$ cat src/rtl/fetch_if.sv
// fetch_if: signal bundle between fetch_queue, instruction memory, redirect source and decode
// master: fetch_queue side (drives imem_req/imem_line, inst/inst_pc/inst_valid, fault)
// slave: environment side (drives imem_data, redirect/redirect_addr, inst_ready)
interface fetch_if #(
  parameter int LINE_W = 12
);
  logic              imem_req;
  logic [LINE_W-1:0] imem_line;
  logic [31:0]       imem_data;
  logic              redirect;
  logic [31:0]       redirect_addr;
  logic [31:0]       inst;
  logic [31:0]       inst_pc;
  logic              inst_valid;
  logic              inst_ready;
  logic              fault;
  modport master (
    output imem_req, imem_line, inst, inst_pc, inst_valid, fault,
    input  imem_data, redirect, redirect_addr, inst_ready
  );
  modport slave (
    input  imem_req, imem_line, inst, inst_pc, inst_valid, fault,
    output imem_data, redirect, redirect_addr, inst_ready
  );
endinterface

$ cat src/rtl/fetch_queue.sv
// fetch_queue: instruction fetch stage buffering PC-tagged words for decode
// Ports: clk, rst (sync, active-high); bus (fetch_if.master):
//   imem_req/imem_line out, imem_data in (1-cycle read latency),
//   redirect/redirect_addr in, inst/inst_pc/inst_valid out, inst_ready in, fault out (sticky).
// Build option: define FETCH_BYPASS_EN to present a response straight to decode when the FIFO is empty.
module fetch_queue #(
  parameter logic [31:0] RESET_PC = 32'h0000_0000,
  parameter int          DEPTH    = 4,
  parameter int          LINE_W   = 12
) (
  input logic     clk,
  input logic     rst,
  fetch_if.master bus
);
  localparam int CW = $clog2(DEPTH);
  logic [31:0]   fetch_pc, req_pc;
  logic          inflight;
  logic [CW-1:0] rd_ptr, wr_ptr;
  logic [CW:0]   count;
  logic [31:0]   mem_inst [DEPTH];
  logic [31:0]   mem_pc [DEPTH];
  logic          empty, resp, wr, pop;
  assign empty = count == '0;
  // a redirect kills the response arriving in the same cycle
  assign resp  = inflight && !bus.redirect;
  // the in-flight word already owns a slot, so it counts against capacity
  assign bus.imem_req  = !rst && !bus.fault && !bus.redirect &&
                         (count + (CW+1)'(inflight)) < (CW+1)'(DEPTH);
  assign bus.imem_line = fetch_pc[LINE_W+1:2];
  assign pop           = !empty && bus.inst_ready;
`ifdef FETCH_BYPASS_EN
  assign bus.inst_valid = !empty || resp;
  assign bus.inst       = !empty ? mem_inst[rd_ptr] : resp ? bus.imem_data : '0;
  assign bus.inst_pc    = !empty ? mem_pc[rd_ptr] : resp ? req_pc : '0;
  assign wr             = resp && !(empty && bus.inst_ready);
`else
  assign bus.inst_valid = !empty;
  assign bus.inst       = empty ? '0 : mem_inst[rd_ptr];
  assign bus.inst_pc    = empty ? '0 : mem_pc[rd_ptr];
  assign wr             = resp;
`endif
  always_ff @(posedge clk) begin
    if (rst) begin
      fetch_pc  <= RESET_PC;
      req_pc    <= '0;
      inflight  <= 1'b0;
      rd_ptr    <= '0;
      wr_ptr    <= '0;
      count     <= '0;
      bus.fault <= 1'b0;
    end else if (bus.redirect) begin
      fetch_pc  <= bus.redirect_addr;
      inflight  <= 1'b0;
      rd_ptr    <= '0;
      wr_ptr    <= '0;
      count     <= '0;
      bus.fault <= bus.fault || (bus.redirect_addr[1:0] != 2'b00);
    end else begin
      if (bus.imem_req) begin
        fetch_pc <= fetch_pc + 32'd4;
        req_pc   <= fetch_pc;
      end
      inflight <= bus.imem_req;
      if (wr) wr_ptr <= wr_ptr + CW'(1);
      if (pop) rd_ptr <= rd_ptr + CW'(1);
      count <= count + (CW+1)'(wr) - (CW+1)'(pop);
    end
  end
  always_ff @(posedge clk) begin
    if (wr) begin
      mem_inst[wr_ptr] <= bus.imem_data;
      mem_pc[wr_ptr]   <= req_pc;
    end
  end
endmodule

$ cat src/flat_wrapper.sv
// flat-port wrapper written by rule: the top's interface ports become plain ports
module fetch_queue_flat 
#(
  parameter logic [31:0] RESET_PC = 32'h0000_0000,
  parameter int          DEPTH    = 4,
  parameter int          LINE_W   = 12
)
  (clk, rst, bus_imem_req, bus_imem_line, bus_inst, bus_inst_pc, bus_inst_valid, bus_fault, bus_imem_data, bus_redirect, bus_redirect_addr, bus_inst_ready);
  fetch_if #(.LINE_W(LINE_W)) bus_i ();
  input logic clk;
  input logic rst;
  output wire logic [$bits(bus_i.imem_req)-1:0] bus_imem_req;
  output wire logic [$bits(bus_i.imem_line)-1:0] bus_imem_line;
  output wire logic [$bits(bus_i.inst)-1:0] bus_inst;
  output wire logic [$bits(bus_i.inst_pc)-1:0] bus_inst_pc;
  output wire logic [$bits(bus_i.inst_valid)-1:0] bus_inst_valid;
  output wire logic [$bits(bus_i.fault)-1:0] bus_fault;
  input wire logic [$bits(bus_i.imem_data)-1:0] bus_imem_data;
  input wire logic [$bits(bus_i.redirect)-1:0] bus_redirect;
  input wire logic [$bits(bus_i.redirect_addr)-1:0] bus_redirect_addr;
  input wire logic [$bits(bus_i.inst_ready)-1:0] bus_inst_ready;
  assign bus_imem_req = bus_i.imem_req;
  assign bus_imem_line = bus_i.imem_line;
  assign bus_inst = bus_i.inst;
  assign bus_inst_pc = bus_i.inst_pc;
  assign bus_inst_valid = bus_i.inst_valid;
  assign bus_fault = bus_i.fault;
  assign bus_i.imem_data = bus_imem_data;
  assign bus_i.redirect = bus_redirect;
  assign bus_i.redirect_addr = bus_redirect_addr;
  assign bus_i.inst_ready = bus_inst_ready;
  fetch_queue #(.RESET_PC(RESET_PC), .DEPTH(DEPTH), .LINE_W(LINE_W)) u_core (.clk(clk), .rst(rst), .bus(bus_i));
endmodule
$ cat config.mk
export PLATFORM = sky130hd
export DESIGN_NAME = fetch_queue_flat
export DESIGN_NICKNAME = d
export VERILOG_FILES = /design/src/rtl/fetch_if.sv /design/src/rtl/fetch_queue.sv /design/src/flat_wrapper.sv
export SDC_FILE = /design/constraint.sdc
export NUM_CORES = 1
export LEC_CHECK = 0
export BUFFER_PORTS_ARGS = -buffer_cell sky130_fd_sc_hd__buf_2
export CAP_MARGIN = 20
export CORE_AREA = 2 2 175 177
export CTS_BUF_LIST = sky130_fd_sc_hd__clkbuf_16
export DETAILED_ROUTE_END_ITERATION = 16
export DIE_AREA = 0 0 177 179
export PLACE_DENSITY_LB_ADDON = 0.08
export SYNTH_ARGS = -nofsm -noshare
export SYNTH_HDL_FRONTEND = slang
export SYNTH_SLANG_ARGS = --single-unit
$ cat constraint.sdc
create_clock -name clk -period 4.4 [get_ports clk]
set_input_delay 0 -clock clk [delete_from_list [all_inputs] [get_ports clk]]
set_output_delay 0 -clock clk [all_outputs]
set_load 0.05 [all_outputs]
==> results.ini <==
[power_and_ir_drop]
power_w = 0.00677
switching_share = 0.231
p_sw_w = 0.00157
pwr-share-seq = 0.510
p_leak_nw = 5.54
p_per_area_nw_per_um2 = 420
p_comb_frac = 0.076
pwr-share-clk = 0.414
vdd_drop_max_v = 0.000212
internal-power_w = 0.00521

[clock_tree]
clock_path_buffers = 3
cts_tree = done
cts_resized = 0
cts_sinks = 331
clk_root_buffer_cell = clkbuf_16
cts_made_buffers = 36
clk_latency_ns = 0.52
clk_pin_slew_ns = 0.06
cts_max_level = 2

[sta]
relSlewSlack = 0.355
fin_tns_setup_ns = 0
clock.fmax_ghz = 0.339
hold_viol = 0
setup_viol = 0
rsz0062_at_grt = false
maxSlewViolCount = 0
fin_crit_ns = 2.95
fin_skew_ns = 0.0244
tightest_slew_ns = 0.968
min_period_over_period = 0.670
final.setup.worst_slack_ns = 1.45

[critical_path]
critical_path.max_stage_delay_ns = 0.56
worstPathRequired_ns = 4.86
cp_max_fo = 36
crit_chain = nor4b_1, mux2i_4, inv_1, buf_4, nand2_1, mux2_2, a21oi_1, dlygate4sd3_1
ff2ff_setup_slack_ns = 1.45
worst_path_max_delay_cell = dlygate4sd3_1
critPathArrivalTime_ns = 3.41
r2r_cells = 8
startpoint_type = flop
crit_type = flop to flop
reg2reg_to = u_core.fetch_pc[26]$_SDFFE_PP0P_
r2r_start = u_core.count[2]$_SDFF_PP0_
cp-end-kind = flop
crit_family = buffers and inverters
cp.buffers_inverters = 3

[die]
die_w_um = 177
core_region_area_um2 = 30000
fp.dieH_um = 179
dieArea_um2 = 31700
start_util = 0.440
ioPinCount = 147
num_rows = 64

[layout]
n_antenna_cell = 0
num-fill-cells = 2515
utilization = 0.537
multiInputGateArea_um2 = 3710
ff_latch_area_um2 = 9190
final_area_um2 = 16100
drive_gt1_frac = 0.270
fin_nets = 1147
syn2layout_area_growth_pct = 22.1

[placement]
place.gp.congestion = 0.795
hpwl_um = 16800
port_buffers = 146
postPlaceCellArea_um2 = 14300
dpl_worst_slack_ns = 1.91

[logic_synthesis]
ys_types = 51
ys_seq_area_frac = 0.695
avgSynthCellArea_um2 = 15.4
yosys.area.top_type = edfxtp_1
yosys_warnings = 0
syn_nets = 936
synth-edff-count = 256
synth.area.top_cells = edfxtp_1, dfxtp_1, mux4_2
synthTopCellsByCount = edfxtp_1, nand2_1, dfxtp_1, and2_1, mux4_2
async_flop_share = 0
post-synth-top-count-cell = edfxtp_1
yosys_register_bits = 331
synthCells = 860
yosysTopAreaCellShare = 0.582
syn-cell-area_um2 = 13200
synth_flop_cell = edfxtp_1

[routing]
drc = 0
ant_nets = 0
wire_per_inst_um = 19.3
first_pass_iters = 6
drtIter0Drc = 424
vias_per_cell = 5.28
num_vias = 7895
wl_um = 28900

[global_route]
grt_overflow = 0
grt_pass1_wl_um = 44800
antenna_found_initial = 0
grt_max_degree = 66
grt_pass1_vias = 7931
grt_usage = 0.185

[hold_path]
min_path_cells = 2
min_path_type = input pin to flop
min_to = u_core.mem_inst[2][29]$_DFFE_PP_
min_from = bus_imem_data[29]

[status]
outcome = completed

[job]
maxCapViolCount = 0

cell usage in the layout, fill, tap and decap left out, types with 4 or more instances in the layout:
master | netlist | routed
mux2i_1 | 5 | 4
dlygate4sd3_1 | 0 | 74
edfxtp_1 | 256 | 256
and2_1 | 74 | 70
a21oi_1 | 52 | 52
ha_1 | 7 | 7
and3_1 | 4 | 4
a31oi_1 | 12 | 12
buf_2 | 13 | 147
nor4_1 | 8 | 8
mux2_2 | 8 | 8
buf_4 | 12 | 13
or3_1 | 5 | 4
and2_4 | 0 | 4
clkinv_2 | 0 | 5
clkbuf_16 | 0 | 38
mux4_2 | 64 | 64
nor2_1 | 24 | 24
nand3_1 | 10 | 10
o21ai_0 | 10 | 10
inv_1 | 12 | 19
dfxtp_1 | 75 | 73
nand2_1 | 102 | 102
nand4_1 | 13 | 13
clkinv_1 | 0 | 9
xnor2_1 | 4 | 4
nor3_1 | 9 | 9
cell type report:
| type | instances | share of cell area |
|---|---|---|
| repair buffers | 234 | 0.0976 |
| well taps | 396 | 0.0307 |
| clock inverters | 28 | 0.0100 |
| multi-input cells | 456 | 0.230 |
| inverters | 12 | 0.00279 |
| clock buffers | 38 | 0.0589 |
| flip-flops and latches | 331 | 0.570 |
repair_timing:
| item | in CTS | in global routing |
|---|---|---|
| hold endpoints to repair | 179 | 0 |
| buffers inserted | 0 | 0 |
| setup endpoints to repair | 0 | 0 |
| hold buffers | 74 | 0 |
cell families (layout without fill, tap and decap cells):
| logic type | after synthesis | count (layout) | synth area share |
|---|---|---|---|
| compound gates | 96 | 96 | 0.0430 |
| xor+xnor | 6 | 6 | 0.00398 |
| fa+ha+maj | 8 | 8 | 0.00814 |
| buf+inv | 73 | 312 | 0.0256 |
| flops | 331 | 331 | 0.695 |
| mux | 77 | 77 | 0.120 |
| simple gates | 269 | 269 | 0.104 |
stage by stage:
stage | hold slack (ns) | instances
after floorplan | 0.0989 | 860
after global placement | 0.218 | 1354
after detailed placement | 0.222 | 1354
after CTS | 0.211 | 1494
after global routing | 0.242 | 1495
final | 0.243 | 1495
per-layer routing:
metal	track usage	vias up	part of all wire
met4	0.0475	0	0.018
met2	0.301	216	0.48
met1	0.261	3949	0.46
met3	0.0314	36	0.047
met5	0	-	0
li1	-	3694	-
worst max-delay path by stage:
stage | from | to | slack (ns) | depth (start not counted)
finish | u_core.count[2]$_SDFF_PP0_ | u_core.fetch_pc[26]$_SDFFE_PP0P_ | 1.45 | 8
global route | u_core.count[2]$_SDFF_PP0_ | u_core.fetch_pc[26]$_SDFFE_PP0P_ | 1.27 | 8
CTS | u_core.count[2]$_SDFF_PP0_ | u_core.fetch_pc[26]$_SDFFE_PP0P_ | 1.46 | 8
detailed placement | u_core.count[2]$_SDFF_PP0_ | u_core.fetch_pc[8]$_SDFFE_PP0P_ | 1.91 | 7
global placement | u_core.fetch_pc[4]$_SDFFE_PP0P_ | u_core.fetch_pc[23]$_SDFFE_PP0P_ | 1.98 | 5
floorplan | u_core.inflight$_SDFF_PP0_ | u_core.mem_inst[0][0]$_DFFE_PP_ | 1.82 | 2
power by group through the flow:
stage	Combinational (W)	Sequential, W	Clock [W]
detailed placement	0.000468	0.00352	0
CTS	0.000521	0.00345	0.00288
global route	0.000554	0.00346	0.00301
finish	0.000515	0.00346	0.00280
floorplan	0.000338	0.00350	0
global placement	0.000466	0.00352	0
worst register-to-register path, delay by kind of cell (launching register included):
family	cells	cell delay, ns
AO/OA/AOI/OAI	1	0.11
multiplexers	2	0.44
AND/OR/NAND/NOR	2	0.62
buffers and inverters	3	1.33
flip-flops	1	0.41
registers in the layout, summed over array words and instances, names as in the netlist, named ones only:
register	count
u_core.rd_ptr	2
u_core.inflight	1
u_core.mem_inst	128
u_core.mem_pc	128
u_core.fetch_pc	32
u_core.req_pc	32
u_core.count	3
u_core.wr_ptr	2
u_core.bus.fault	1
Power figures use the tool's default switching activity.
